$ cat src/rtl/muldiv_ctrl_pkg.sv
// -----------------------------------------------------------------------------
// muldiv_ctrl_pkg
// Shared constants and small decode helpers for the RV32M multiply/divide
// sequencer (muldiv_ctrl):
//   - RV32M funct3 codes (F3_*)
//   - sequencer FSM state encodings (MD_*)
//   - ALU operation codes used while the sequencer owns the shared ALU
//   - funct3 decode helpers and a conditional two's-complement magnitude helper
// Optional feature macro used by muldiv_ctrl: MULDIV_EARLY_OUT_EN
// -----------------------------------------------------------------------------
package muldiv_ctrl_pkg;

    // RV32M funct3 encodings
    localparam logic [2:0] F3_MUL    = 3'b000;
    localparam logic [2:0] F3_MULH   = 3'b001;
    localparam logic [2:0] F3_MULHSU = 3'b010;
    localparam logic [2:0] F3_MULHU  = 3'b011;
    localparam logic [2:0] F3_DIV    = 3'b100;
    localparam logic [2:0] F3_DIVU   = 3'b101;
    localparam logic [2:0] F3_REM    = 3'b110;
    localparam logic [2:0] F3_REMU   = 3'b111;

    // Sequencer FSM states
    localparam logic [2:0] MD_IDLE  = 3'd0;
    localparam logic [2:0] MD_PREP  = 3'd1;
    localparam logic [2:0] MD_ITER  = 3'd2;
    localparam logic [2:0] MD_FIX   = 3'd3;
    localparam logic [2:0] MD_NEGHI = 3'd4;
    localparam logic [2:0] MD_DONE  = 3'd5;

    // ALU operations, {class, sub}: only ADD and SUB are used here
    localparam logic [3:0] ALU_ADD = 4'b0000;
    localparam logic [3:0] ALU_SUB = 4'b1000;

    // Multiply family (MUL, MULH, MULHSU, MULHU)
    function automatic logic fn_is_mul(input logic [2:0] fn);
        return ~fn[2];
    endfunction

    // Remainder family (REM, REMU)
    function automatic logic fn_is_rem(input logic [2:0] fn);
        return fn[2] & fn[1];
    endfunction

    // Multiplies whose result is the upper product word
    function automatic logic fn_is_mulh(input logic [2:0] fn);
        return ~fn[2] & (fn[1] | fn[0]);
    endfunction

    // rs1 is interpreted as signed
    function automatic logic fn_a_signed(input logic [2:0] fn);
        return (fn == F3_MULH) || (fn == F3_MULHSU) || (fn == F3_DIV) || (fn == F3_REM);
    endfunction

    // rs2 is interpreted as signed
    function automatic logic fn_b_signed(input logic [2:0] fn);
        return (fn == F3_MULH) || (fn == F3_DIV) || (fn == F3_REM);
    endfunction

    // Two's-complement negate when neg is set, pass through otherwise
    function automatic logic [31:0] magnitude(input logic [31:0] v, input logic neg);
        return neg ? (32'd0 - v) : v;
    endfunction

endpackage

$ cat src/rtl/muldiv_ctrl.sv
// -----------------------------------------------------------------------------
// muldiv_ctrl
// Multi-cycle RV32M multiply/divide sequencer. While busy it owns the shared
// 32-bit ALU and drives alu_a/alu_b/alu_op every cycle; the ALU result comes
// back combinationally in the same cycle. Multiplies use radix-2 shift-add,
// divides use restoring shift-subtract, both on operand magnitudes, followed
// by a sign-fix step (and an upper-word negate step for signed MULH/MULHSU).
//
// Ports
//   clk         in   clock, all state on rising edge
//   rst         in   synchronous active-high reset
//   start       in   request, accepted only in IDLE
//   funct3      in   RV32M operation select
//   op_a, op_b  in   rs1/rs2 values, sampled on accepted start
//   abort       in   flush, cancels any operation in flight
//   busy        out  high from the cycle after accept through DONE
//   done        out  one-cycle pulse, result valid
//   result      out  final value, held until the next completion
//   alu_own     out  block owns the ALU this cycle (same as busy)
//   alu_a/alu_b out  ALU operands
//   alu_op      out  ALU operation (ADD or SUB)
//   alu_result  in   combinational ALU result
//
// Optional feature: MULDIV_EARLY_OUT_EN
//   defined   - MUL* with a zero magnitude operand finishes from PREP with 0;
//               DIV*/REM* with |a| < |b| skips the iterations (q=0, r=a).
//   undefined - every non-special operation takes all 32 iterations.
//
// The ALU operand outputs are registered: they are computed from the
// next-state values so that in each cycle they match the current state.
// -----------------------------------------------------------------------------
module muldiv_ctrl
    import muldiv_ctrl_pkg::*;
#(
    parameter int XLEN = 32
) (
    input  logic            clk,
    input  logic            rst,
    input  logic            start,
    input  logic [2:0]      funct3,
    input  logic [XLEN-1:0] op_a,
    input  logic [XLEN-1:0] op_b,
    input  logic            abort,
    output logic            busy,
    output logic            done,
    output logic [XLEN-1:0] result,
    output logic            alu_own,
    output logic [XLEN-1:0] alu_a,
    output logic [XLEN-1:0] alu_b,
    output logic [3:0]      alu_op,
    input  logic [XLEN-1:0] alu_result
);

    logic [2:0]  state_q, state_d, state_nx;
    logic [2:0]  fn_q, fn_d;
    logic [31:0] a_q, a_d;          // raw rs1, needed for the div-by-zero remainder
    logic [31:0] b_q, b_d;          // raw rs2
    logic [31:0] hi_q, hi_d;        // upper product word
    logic [31:0] lo_q, lo_d;        // multiplier / lower product, or dividend / quotient
    logic [31:0] rem_q, rem_d;      // partial remainder
    logic [31:0] dvs_q, dvs_d;      // multiplicand or divisor magnitude
    logic [4:0]  cnt_q, cnt_d;
    logic        neg_q, neg_d;      // final value must be negated
    logic [31:0] result_q, result_d, result_nx;
    logic        busy_q, done_q;
    logic [31:0] alu_a_q, alu_a_d;
    logic [31:0] alu_b_q, alu_b_d;
    logic [3:0]  alu_op_q, alu_op_d;

    logic        sgn_a, sgn_b;
    logic [31:0] mag_a, mag_b;
    logic        div_ovf;
    logic        mul_carry;
    logic [32:0] div_sh;
    logic        div_acc;
    logic [31:0] fix_x;

    assign sgn_a   = fn_a_signed(fn_q) & a_q[31];
    assign sgn_b   = fn_b_signed(fn_q) & b_q[31];
    assign mag_a   = magnitude(a_q, sgn_a);
    assign mag_b   = magnitude(b_q, sgn_b);
    assign div_ovf = ((fn_q == F3_DIV) || (fn_q == F3_REM)) &&
                     (a_q == 32'h8000_0000) && (b_q == 32'hFFFF_FFFF);

    // Sequencer next state and datapath register updates
    always_comb begin
        state_nx  = state_q;
        fn_d      = fn_q;
        a_d       = a_q;
        b_d       = b_q;
        hi_d      = hi_q;
        lo_d      = lo_q;
        rem_d     = rem_q;
        dvs_d     = dvs_q;
        cnt_d     = cnt_q;
        neg_d     = neg_q;
        result_nx = result_q;
        mul_carry = 1'b0;
        div_sh    = 33'd0;
        div_acc   = 1'b0;
        case (state_q)
            MD_IDLE: begin
                if (start) begin
                    state_nx = MD_PREP;
                    fn_d     = funct3;
                    a_d      = op_a;
                    b_d      = op_b;
                end else begin
                    state_nx = MD_IDLE;
                end
            end
            MD_PREP: begin
                cnt_d = 5'd0;
                hi_d  = 32'd0;
                rem_d = 32'd0;
                if (fn_is_mul(fn_q)) begin
                    neg_d    = sgn_a ^ sgn_b;
                    lo_d     = mag_b;
                    dvs_d    = mag_a;
`ifdef MULDIV_EARLY_OUT_EN
                    state_nx  = ((mag_a == 32'd0) || (mag_b == 32'd0)) ? MD_DONE : MD_ITER;
                    result_nx = ((mag_a == 32'd0) || (mag_b == 32'd0)) ? 32'd0 : result_q;
`else
                    state_nx = MD_ITER;
`endif
                end else begin
                    // remainder takes the dividend sign, quotient the xor of both
                    neg_d = fn_is_rem(fn_q) ? sgn_a : (sgn_a ^ sgn_b);
                    lo_d  = mag_a;
                    dvs_d = mag_b;
                    if (b_q == 32'd0) begin
                        state_nx  = MD_DONE;
                        result_nx = fn_is_rem(fn_q) ? a_q : 32'hFFFF_FFFF;
                    end else if (div_ovf) begin
                        state_nx  = MD_DONE;
                        result_nx = fn_is_rem(fn_q) ? 32'd0 : 32'h8000_0000;
                    end else begin
`ifdef MULDIV_EARLY_OUT_EN
                        // small dividend: quotient 0, remainder is the dividend
                        state_nx = (mag_a < mag_b) ? MD_FIX : MD_ITER;
                        lo_d     = (mag_a < mag_b) ? 32'd0 : mag_a;
                        rem_d    = (mag_a < mag_b) ? mag_a : 32'd0;
`else
                        state_nx = MD_ITER;
`endif
                    end
                end
            end
            MD_ITER: begin
                cnt_d = cnt_q + 5'd1;
                if (fn_is_mul(fn_q)) begin
                    // ALU adds hi + (lsb ? mcand : 0); wrap-around means carry out
                    mul_carry = (alu_result < hi_q);
                    hi_d      = {mul_carry, alu_result[31:1]};
                    lo_d      = {alu_result[0], lo_q[31:1]};
                end else begin
                    div_sh  = {rem_q, lo_q[31]};
                    div_acc = (div_sh >= {1'b0, dvs_q});
                    rem_d   = div_acc ? alu_result : div_sh[31:0];
                    lo_d    = {lo_q[30:0], div_acc};
                end
                state_nx = (cnt_q == 5'd31) ? MD_FIX : MD_ITER;
            end
            MD_FIX: begin
                if (fn_is_rem(fn_q)) begin
                    rem_d = alu_result;
                end else begin
                    lo_d = alu_result;
                end
                if (fn_is_mulh(fn_q)) begin
                    if (neg_q) begin
                        state_nx = MD_NEGHI;
                    end else begin
                        state_nx  = MD_DONE;
                        result_nx = hi_q;
                    end
                end else begin
                    state_nx  = MD_DONE;
                    result_nx = alu_result;
                end
            end
            MD_NEGHI: begin
                hi_d      = alu_result;
                result_nx = alu_result;
                state_nx  = MD_DONE;
            end
            MD_DONE: begin
                state_nx = MD_IDLE;
            end
            default: begin
                state_nx = MD_IDLE;
            end
        endcase
        // abort cancels everything, including a completion due this edge
        state_d  = abort ? MD_IDLE : state_nx;
        result_d = abort ? result_q : result_nx;
    end

    // ALU operands for the cycle after this edge, derived from next state
    always_comb begin
        alu_a_d  = alu_a_q;
        alu_b_d  = alu_b_q;
        alu_op_d = alu_op_q;
        fix_x    = fn_is_rem(fn_d) ? rem_d : lo_d;
        case (state_d)
            MD_ITER: begin
                if (fn_is_mul(fn_d)) begin
                    alu_a_d  = hi_d;
                    alu_b_d  = lo_d[0] ? dvs_d : 32'd0;
                    alu_op_d = ALU_ADD;
                end else begin
                    alu_a_d  = {rem_d[30:0], lo_d[31]};
                    alu_b_d  = dvs_d;
                    alu_op_d = ALU_SUB;
                end
            end
            MD_FIX: begin
                if (neg_d) begin
                    alu_a_d  = 32'd0;
                    alu_b_d  = fix_x;
                    alu_op_d = ALU_SUB;
                end else begin
                    alu_a_d  = fix_x;
                    alu_b_d  = 32'd0;
                    alu_op_d = ALU_ADD;
                end
            end
            MD_NEGHI: begin
                // upper word of a 64-bit negate: ~hi plus borrow from the low word
                alu_a_d  = ~hi_d;
                alu_b_d  = {31'd0, (lo_d == 32'd0)};
                alu_op_d = ALU_ADD;
            end
            default: begin
                alu_a_d  = alu_a_q;
                alu_b_d  = alu_b_q;
                alu_op_d = alu_op_q;
            end
        endcase
    end

    // State, datapath and registered outputs
    always_ff @(posedge clk) begin
        if (rst) begin
            state_q  <= MD_IDLE;
            fn_q     <= 3'd0;
            a_q      <= 32'd0;
            b_q      <= 32'd0;
            hi_q     <= 32'd0;
            lo_q     <= 32'd0;
            rem_q    <= 32'd0;
            dvs_q    <= 32'd0;
            cnt_q    <= 5'd0;
            neg_q    <= 1'b0;
            result_q <= 32'd0;
            busy_q   <= 1'b0;
            done_q   <= 1'b0;
            alu_a_q  <= 32'd0;
            alu_b_q  <= 32'd0;
            alu_op_q <= ALU_ADD;
        end else begin
            state_q  <= state_d;
            fn_q     <= fn_d;
            a_q      <= a_d;
            b_q      <= b_d;
            hi_q     <= hi_d;
            lo_q     <= lo_d;
            rem_q    <= rem_d;
            dvs_q    <= dvs_d;
            cnt_q    <= cnt_d;
            neg_q    <= neg_d;
            result_q <= result_d;
            busy_q   <= (state_d != MD_IDLE);
            done_q   <= (state_d == MD_DONE);
            alu_a_q  <= alu_a_d;
            alu_b_q  <= alu_b_d;
            alu_op_q <= alu_op_d;
        end
    end

    assign busy    = busy_q;
    assign alu_own = busy_q;
    assign done    = done_q;
    assign result  = result_q;
    assign alu_a   = alu_a_q;
    assign alu_b   = alu_b_q;
    assign alu_op  = alu_op_q;

endmodule

$ cat config.mk
export PLATFORM = sky130hd
export DESIGN_NAME = muldiv_ctrl
export DESIGN_NICKNAME = d
export VERILOG_FILES = /design/src/rtl/muldiv_ctrl_pkg.sv /design/src/rtl/muldiv_ctrl.sv
export SDC_FILE = /design/constraint.sdc
export NUM_CORES = 1
export LEC_CHECK = 0
export CORE_UTILIZATION = 30
export DETAILED_ROUTE_END_ITERATION = 8
export DONT_BUFFER_PORTS = 1
export HOLD_SLACK_MARGIN = 0.1
export PLACE_DENSITY = 0.45
export SYNTH_ARGS = -nofsm -noshare
export SYNTH_HDL_FRONTEND = slang
export SYNTH_SLANG_ARGS = --single-unit
export TNS_END_PERCENT = 30
$ cat constraint.sdc
create_clock -name clk -period 6.52 [get_ports clk]
set_input_delay 1.956 -clock clk [delete_from_list [all_inputs] [get_ports clk]]
set_output_delay 1.956 -clock clk [all_outputs]
set_load 0.02 [all_outputs]
==> results of run 1 <==
through the flow:
stage	area, um^2	worst slack (ns)	hold WS, ns
after CTS	21000	1.84	0.474
after global placement	19700	1.53	0.444
after detailed placement	19700	1.45	0.460
final	21000	1.80	0.467
after floorplan	18800	2.36	0.429
after global routing	21000	1.43	0.504
final cells by class:
class / count / area (um^2)
Inverter: 77 / 289
Multi-Input combinational cell: 1990 / 11700
Timing Repair Buffer: 76 / 571
Antenna cell: 3 / 7.51
Sequential cell: 303 / 6070
Clock inverter: 14 / 163
Tap cell: 837 / 1050
Clock buffer: 55 / 1120
Fill cell: 6685 / 40700
how the worst max path moves through the flow:
| stage | startpoint | to | slack (ns) | cells after the start |
|---|---|---|---|---|
| 6_report | b_q[0] | alu_b[27] | 1.80 | 13 |
| 5_1_grt | b_q[0] | alu_b[27] | 1.43 | 13 |
| 4_1_cts | b_q[0] | alu_b[27] | 1.84 | 13 |
| 3_5_place_dp | start | alu_a[8] | 1.45 | 8 |
| 3_3_place_gp | start | alu_a[8] | 1.53 | 9 |
| 2_1_floorplan | start | alu_b[21] | 2.36 | 9 |
worst max-delay path: stages, from the launching register on:
cell	delay [ns]
dfxtp_1	0.39
inv_1	0.09
ha_1	0.19
or4b_1	0.56
nor4_4	0.46
nand4_1	0.45
o311ai_4	0.27
a31oi_2	0.35
nor2_2	0.63
buf_4	0.34
nor2_1	0.17
a221oi_1	0.41
nor2_1	0.11
nor3_1	0.17
layer usage:
layer | global-route usage, % | wire, um | up-vias
li1 | - | - | 9054
met1 | 41.0 | 42700 | 9877
met2 | 49.1 | 45500 | 1002
met3 | 7.42 | 9610 | 212
met4 | 16.8 | 5640 | 8
met5 | 0 | 60 | -
synth_stat cells (9+ instances only):
master and instances:
buf_1 20, nand4_1 21, a21oi_1 278, xor2_1 28, a22oi_1 25, dfxtp_1 303, nor3_1 56, clkbuf_1 164
inv_1 77, ha_1 68, nor4_1 17, o21ai_1 29, o21a_1 15, o22ai_1 32, o21ai_0 107, a21o_1 15
a211oi_1 77, and2_1 11, nor2b_1 36, o211ai_1 13, o31ai_1 20, or3_1 12, nand2_1 298, nand3_1 38
mux2i_1 67, o41ai_1 9, buf_2 10, a22o_1 11, xnor2_1 30, nand2b_1 17, a311oi_1 10, or4_1 14
a221oi_1 53, nor2_1 429, a31oi_1 18, o221ai_1 22
kinds of logic (layout without fill, tap and decap cells):
logic type | count (synthesis) | count (layout) | synth area share, %
other cells | 1 | 6 | 0.0200
mux | 74 | 74 | 3.99
simple gates | 988 | 988 | 23.2
xor+xnor | 58 | 58 | 2.71
fa+ha+maj | 68 | 68 | 4.53
buf+inv | 275 | 222 | 5.65
compound gates | 799 | 799 | 27.6
flops | 303 | 303 | 32.3
report_power, final:
part | total (mW) | internal, mW | switching, mW
Sequential | 2.09 | 1.93 | 0.154
Clock | 2.23 | 1.28 | 0.945
Combinational | 1.00 | 0.309 | 0.691
state kept, by name, indices dropped and copies added (netlist names):
name / cells
neg_q: 1
a_q: 32
alu_b: 32
b_q: 32
hi_q: 32
lo_q: 32
result: 32
rem_q: 32
dvs_q: 32
cnt_q: 5
done: 1
alu_op: 1
state_q: 3
fn_q: 3
alu_own: 1
alu_a: 32
cell usage in the layout, fill, tap and decap left out, types with 20 or more instances in the layout:
cell / n
mux2i_1: 67
inv_1: 77
dfxtp_1: 302
nor2_1: 429
a21oi_1: 277
clkbuf_16: 39
nor2b_1: 35
o31ai_1: 20
a211oi_1: 77
o22ai_1: 32
a22oi_1: 25
a221oi_1: 52
nand2_1: 296
ha_1: 68
xor2_1: 28
nand4_1: 21
o221ai_1: 22
nor3_1: 54
o21ai_0: 105
o21ai_1: 30
buf_4: 76
nand3_1: 38
xnor2_1: 30
==> flow_summary.yaml, run 1 <==
global_route:
  grt_pass1_vias: 19000
  grt_max_degree: 296
  track_usage_pct: 31.8
  antenna_found_initial: 12
  grt_pass1_wl_um: 144000
  gr-total-overflow: 0
cts:
  cts_resized: 0
  numCtsBuffers: 39
  cts_tree: "built"
  cts.path.max_buffers: 3
  cts_setup_buffers: 0
  cts_max_level: 2
  cts_hold_buf: 0
  clk_latency_ns: 0.60
  clockRootBuffer: "clkbuf_16"
  clk_pin_slew_ns: 0.06
  cts.sinks: 303
pwr:
  ir_worst_vdd_mv: 0.150
  total_power_mw: 5.31
  p_per_area_nw_per_um2: 253
  power.leakage_nw: 7.59
sta:
  maxSlewViolCount: 0
  finalSetupViolations: 0
  rsz0062_at_grt: "no"
  finalCriticalPeriod_ns: 4.72
  worstMarginPinSlew_ns: 1.42
  hold_viol_final: 0
  finalCritPeriodShare_pct: 72.4
  max_freq_mhz: 212
  fin_worst_skew_ns: 0.0331
  setup_tns_ns: 0
  timing.slew.headroom_pct: 4.95
worst_setup_path:
  endpoint_kind: "register"
  r2r_start: "b_q[0]"
  r2r_cells: 13
  cp-start-kind: "register"
  crit_type: "register to register"
  rrSetupSlack_ns: 1.80
  r2r-end: "alu_b[27]"
  critPathRequiredTime_ns: 7.01
  crit_fanout: 14
  critPathArrivalTime_ns: 5.21
placed_design:
  port_buffers: 0
  routabilityCongestion: 1.00
  dp_hpwl_um: 78200
  placed_cells: 3283
drt:
  wl_per_cell_um: 30.9
  drtIter0Drc: 2112
  viasPerCell: 6.01
  drcViolationCount: 0
  drtAntennaViolNets: 0
  vias: 20200
  wl_um: 104000
  firstDrtPassIters: 6
logic_synthesis:
  synth_edf_count: 0
  synth_seq_cells: 303
  ys_warn_count: 0
  ys.flop_type: "dfxtp_1"
  yosys-top-cells-area: "dfxtp_1 (32%), nor2_1 (8.6%), a21oi_1 (7.4%), nand2_1 (6.0%), ha_1 (4.5%)"
  synth_top_area_share_pct: 32.3
  syn-instance-count: 2566
  synth_top_area_cell: "dfxtp_1"
  seq_area_frac_synth_pct: 32.3
  synth_area_um2: 18800
  syn_avg_cell_area_um2: 7.31
  synthDistinctLibCells: 84
  synthArstFlopShare_pct: 0
die:
  die_w_um: 252
  start_util_pct: 30.4
  ioPinCount: 206
  core_area_um2: 61700
  fp.dieH_um: 252
  rows: 91
  dieArea_um2: 63500
min_path:
  hp-start: "a_q[13]"
  min_path_type: "register to register"
  hold_end: "a_q[13]"
  holdPathStages: 2
job:
  cap_violations: 0
layout:
  layout.nets: 2658
  area_growth_syn_to_layout_pct: 11.7
  utilization_pct: 34.0
  fin_cells: 3355
  drive_gt1_share_pct: 7.24
outcome:
  status: "complete, no violations"
Note: power is estimated with default switching activity, not from simulation.
==> inputs of run 2 (changes only) <==
==> constraint.sdc (replaced) <==
create_clock -name clk -period 4.5 [get_ports clk]
set_input_delay 1.35 -clock clk [delete_from_list [all_inputs] [get_ports clk]]
set_output_delay 1.35 -clock clk [all_outputs]
set_load 0.02 [all_outputs]
==> flow_summary.yaml, run 2 (same netlist as run 1, synthesis figures left out) <==
outcome:
  status: "complete, no violations"
sta:
  setup_tns_ns: 0
  max_freq_mhz: 241
  maxSlewViolCount: 0
  finalSetupViolations: 0
  finalCritPeriodShare_pct: 92.4
  hold_viol_final: 0
  rsz0062_at_grt: "no"
  finalCriticalPeriod_ns: 4.16
  holdWs_ns: 0.469
  timing.slew.headroom_pct: 10.7
  worstMarginPinSlew_ns: 1.33
  fin_worst_skew_ns: 0.0156
pwr:
  power.leakage_nw: 8.10
  ir_worst_vdd_mv: 0.229
  p_per_area_nw_per_um2: 376
  total_power_mw: 8.22
layout:
  finalInstanceArea_um2: 21800
  layout.nets: 2738
  final_common_cell: "nor2_1"
  drive_gt1_share_pct: 10.3
  fin_cells: 3441
  layout_common_cells: "nor2_1 (429), dfxtp_1 (302), nand2_1 (296)"
  area_growth_syn_to_layout_pct: 16.4
drt:
  wl_per_cell_um: 30.7
  drtIter0Drc: 2713
  firstDrtPassIters: 6
  vias: 20500
  drcViolationCount: 0
  viasPerCell: 5.96
  drtAntennaViolNets: 0
  wl_um: 105000
die:
  fp.dieH_um: 252
  core_area_um2: 61700
  die_w_um: 252
  rows: 91
  ioPinCount: 206
  dieArea_um2: 63500
  start_util_pct: 30.4
cts:
  clockRootBuffer: "clkbuf_16"
  cts_max_level: 2
  clk_pin_slew_ns: 0.06
  cts_resized: 0
  cts_tree: "built"
  clk_latency_ns: 0.58
  cts_setup_buffers: 0
  cts.path.max_buffers: 3
  numCtsBuffers: 41
  cts.sinks: 303
  cts_hold_buf: 0
global_route:
  antenna_found_initial: 7
  grt_pass1_wl_um: 148000
  grt_max_degree: 296
  track_usage_pct: 32.5
  grt_pass1_vias: 19400
  gr-total-overflow: 0
worst_setup_path:
  crit_type: "register to register"
  crit_fanout: 23
  endpoint_kind: "register"
  slowest_delay_ns: 0.78
  cp-start-kind: "register"
  critPathSlowestCell: "o31ai_1"
  crit_top_cell: "or4_1"
  crit_family: "simple AND/OR/NAND/NOR gates"
  critPathArrivalTime_ns: 4.60
  path_buf_inv: 2
  critPathRequiredTime_ns: 4.95
  crit_chain: "inv_1 -> ha_1 -> nand3_1 -> or4_1 -> or4_1 -> o21bai_1 -> buf_4 -> and3_1 -> o31ai_1 -> mux2i_1 -> a22oi_1 -> o21ai_1"
min_path:
  min_path_type: "register to register"
placed_design:
  place_area_um2: 20300
  dp_hpwl_um: 80400
  placed_cells: 3361
  port_buffers: 0
  routabilityCongestion: 0.983
job:
  cap_violations: 0
[run 2: final timing paths]
check                           slack, ns       end  cells past startpoint       from
worst max-delay path                 0.34  alu_b[2]                     12  dvs_q[31]
worst max register to register       0.34  alu_b[2]                     12  dvs_q[31]
worst min-delay path                 0.47  cnt_q[3]                      1   cnt_q[3]
worst min register to register       0.47  cnt_q[3]                      1   cnt_q[3]
[run 2: metrics by stage]
stage	setup slack, ns	util [%]
2_1_floorplan	0.948	-
3_3_place_gp	0.354	32.9
3_5_place_dp	0.483	32.9
4_1_cts	0.438	35.4
5_1_grt	0.167	35.4
6_report	0.344	35.4
[run 2: power by group]
part | leakage, nW | internal, mW | switching [mW]
Combinational | 4.90 | 0.504 | 1.05
Sequential | 2.47 | 2.80 | 0.187
Clock | 0.727 | 2.27 | 1.40
Total | 8.10 | 5.58 | 2.64
[run 2: final cells by class]
| cell class | count | area [um^2] |
|---|---|---|
| Timing Repair Buffer | 154 | 1220 |
| Clock buffer | 61 | 1250 |
| Multi-Input combinational cell | 1990 | 11700 |
| Antenna cell | 4 | 10.0 |
| Clock inverter | 15 | 240 |
| Fill cell | 6686 | 39900 |
| Sequential cell | 303 | 6070 |
| Inverter | 77 | 289 |
| Tap cell | 837 | 1050 |
[run 2: worst reg2reg max path: stages, from the launching register on]
cell and delay [ns]:
dfxtp_1 0.33, inv_1 0.05, ha_1 0.28, nand3_1 0.12, or4_1 0.54, or4_1 0.60, o21bai_1 0.19, buf_4 0.23
and3_1 0.22, o31ai_1 0.78, mux2i_1 0.36, a22oi_1 0.25, o21ai_1 0.10
[run 2: routing by layer]
layer	vias up	share of wire, %	global-route usage, %
li1	9205	-	-
met1	9957	41	42.4
met2	1123	43	49.4
met3	218	9.8	7.30
met4	4	6.0	17.9
met5	-	0.027	0
==> inputs of run 3 (changes only) <==
--- a/config.mk
+++ b/config.mk
@@ -10,6 +10,7 @@
 export DONT_BUFFER_PORTS = 1
 export HOLD_SLACK_MARGIN = 0.1
 export PLACE_DENSITY = 0.45
+export REMOVE_ABC_BUFFERS = 1
 export SYNTH_ARGS = -nofsm -noshare
 export SYNTH_HDL_FRONTEND = slang
 export SYNTH_SLANG_ARGS = --single-unit
==> flow_summary.yaml, run 3 (same netlist as run 1, synthesis figures left out) <==
die:
  fp.dieH_um: 252
  core_area_um2: 61700
  die_w_um: 252
  ioPinCount: 206
  rows: 91
  dieArea_um2: 63500
  start_util_pct: 30.4
cts:
  numCtsBuffers: 39
  cts_tree: "built"
  clk_latency_ns: 0.59
  clockRootBuffer: "clkbuf_16"
  cts.sinks: 303
  cts_hold_buf: 0
  clk_pin_slew_ns: 0.06
  cts_setup_buffers: 0
  cts.path.max_buffers: 3
  cts_resized: 0
  cts_max_level: 2
min_path:
  min_path_type: "register to register"
sta:
  timing.slew.headroom_pct: 13.4
  fin_worst_skew_ns: 0.0284
  hold_viol_final: 0
  finalSetupViolations: 0
  max_freq_mhz: 250
  worstMarginPinSlew_ns: 1.29
  rsz0062_at_grt: "no"
  setup_tns_ns: 0
  finalCriticalPeriod_ns: 4.01
  holdWs_ns: 0.461
  finalCritPeriodShare_pct: 89.0
  maxSlewViolCount: 0
worst_setup_path:
  crit_type: "register to register"
  endpoint_kind: "register"
  cp-start-kind: "register"
  critPathRequiredTime_ns: 5.01
  crit_fanout: 12
  critPathSlowestCell: "or4_4"
  critPathArrivalTime_ns: 4.52
  slowest_delay_ns: 0.67
  crit_chain: "or4_1 -> nand2b_1 -> or4_4 -> o311ai_4 -> a31o_2 -> nand2_2 -> and3_1 -> a211oi_1 -> o22a_1"
global_route:
  grt_pass1_vias: 18800
  gr-usage-met1_pct: 40.2
  use_met2_pct: 45.0
  grt_max_degree: 296
  antenna_found_initial: 2
  gr-total-overflow: 0
  track_usage_pct: 29.4
  use_met3_pct: 6.01
  grt_busiest_layer: "met2"
  grt_pass1_wl_um: 137000
placed_design:
  routabilityCongestion: 0.965
  dp_hpwl_um: 71900
  port_buffers: 0
  place_area_um2: 20000
layout:
  utilization_pct: 34.6
  layout_common_cells: "nor2_1 (428), dfxtp_1 (302), nand2_1 (296)"
  layout.nets: 2699
  finalInstanceArea_um2: 21300
  area_growth_syn_to_layout_pct: 13.7
  final_common_cell: "nor2_1"
  drive_gt1_share_pct: 8.69
  n_antenna_cell: 0
pwr:
  combPwrFrac_pct: 18.8
  p_per_area_nw_per_um2: 366
  switching_share_pct: 32.6
  p_sw_mw: 2.55
  total_power_mw: 7.80
  power.leakage_nw: 7.81
  seqPwrFrac_pct: 38.5
  clock_power_share_pct: 42.7
  internal-power_mw: 5.26
  ir_worst_vdd_mv: 0.228
drt:
  viasPerCell: 5.85
  vias: 19800
  drcViolationCount: 0
  firstDrtPassIters: 6
  wl_per_cell_um: 28.3
  wl_um: 95900
  drtAntennaViolNets: 0
  drtIter0Drc: 2228
outcome:
  status: "complete, no violations"
job:
  cap_violations: 0
[run 3: changes by cell type in the layout (fill, tap and decap cells not counted), sizes merged]
cell,before,now
inv,78,81
clkinv,5,3
buf,154,117
clkbuf,61,54
diode,4,0
bufinv,6,5
[run 3: cell type report]
cell class	instances	area (um^2)
tap	837	1050
clock inverter	15	220
timing repair buffer	117	928
fill	6704	40400
clock buffer	54	1080
sequential	303	6070
multi-input combinational	1990	11700
inverter	77	289
[run 3: critical path, delay by kind of cell, from the launching register on]
kind,cells,cell delay (ns)
flops,1,0.37
simple gates,5,2.30
compound gates,4,1.26
[run 3: path summary, 6_finish.rpt]
path,from,to,slack (ns),cells past startpoint
setup / recovery,a_q[10],alu_b[24],0.49,9
hold / removal,a_q[13],a_q[13],0.46,2
setup reg to reg,a_q[10],alu_b[24],0.49,9
hold reg to reg,a_q[13],a_q[13],0.46,2
[run 3: power groups by stage]
stage	clock network (mW)	registers, mW	logic (mW)
2_1_floorplan	0	3.01	0.855
3_3_place_gp	0	3.06	1.43
3_5_place_dp	0	3.06	1.43
4_1_cts	3.38	3.01	1.44
5_1_grt	3.49	3.02	1.57
6_report	3.33	3.01	1.47
[run 3: metrics by stage]
step,instances,setup WS (ns)
after floorplan,2370,-6.39
after global placement,3324,0.599
after detailed placement,3324,0.548
after CTS,3393,0.531
after global routing,3393,0.247
final,3393,0.495
[run 3: routing by layer]
layer | part of all wire, % | wire length, um | vias to the layer above
met5 | 0 | 0 | -
met4 | 3.9 | 3770 | 0
met3 | 8.4 | 8050 | 166
met2 | 43 | 41300 | 983
met1 | 45 | 42700 | 9574
li1 | - | - | 9126
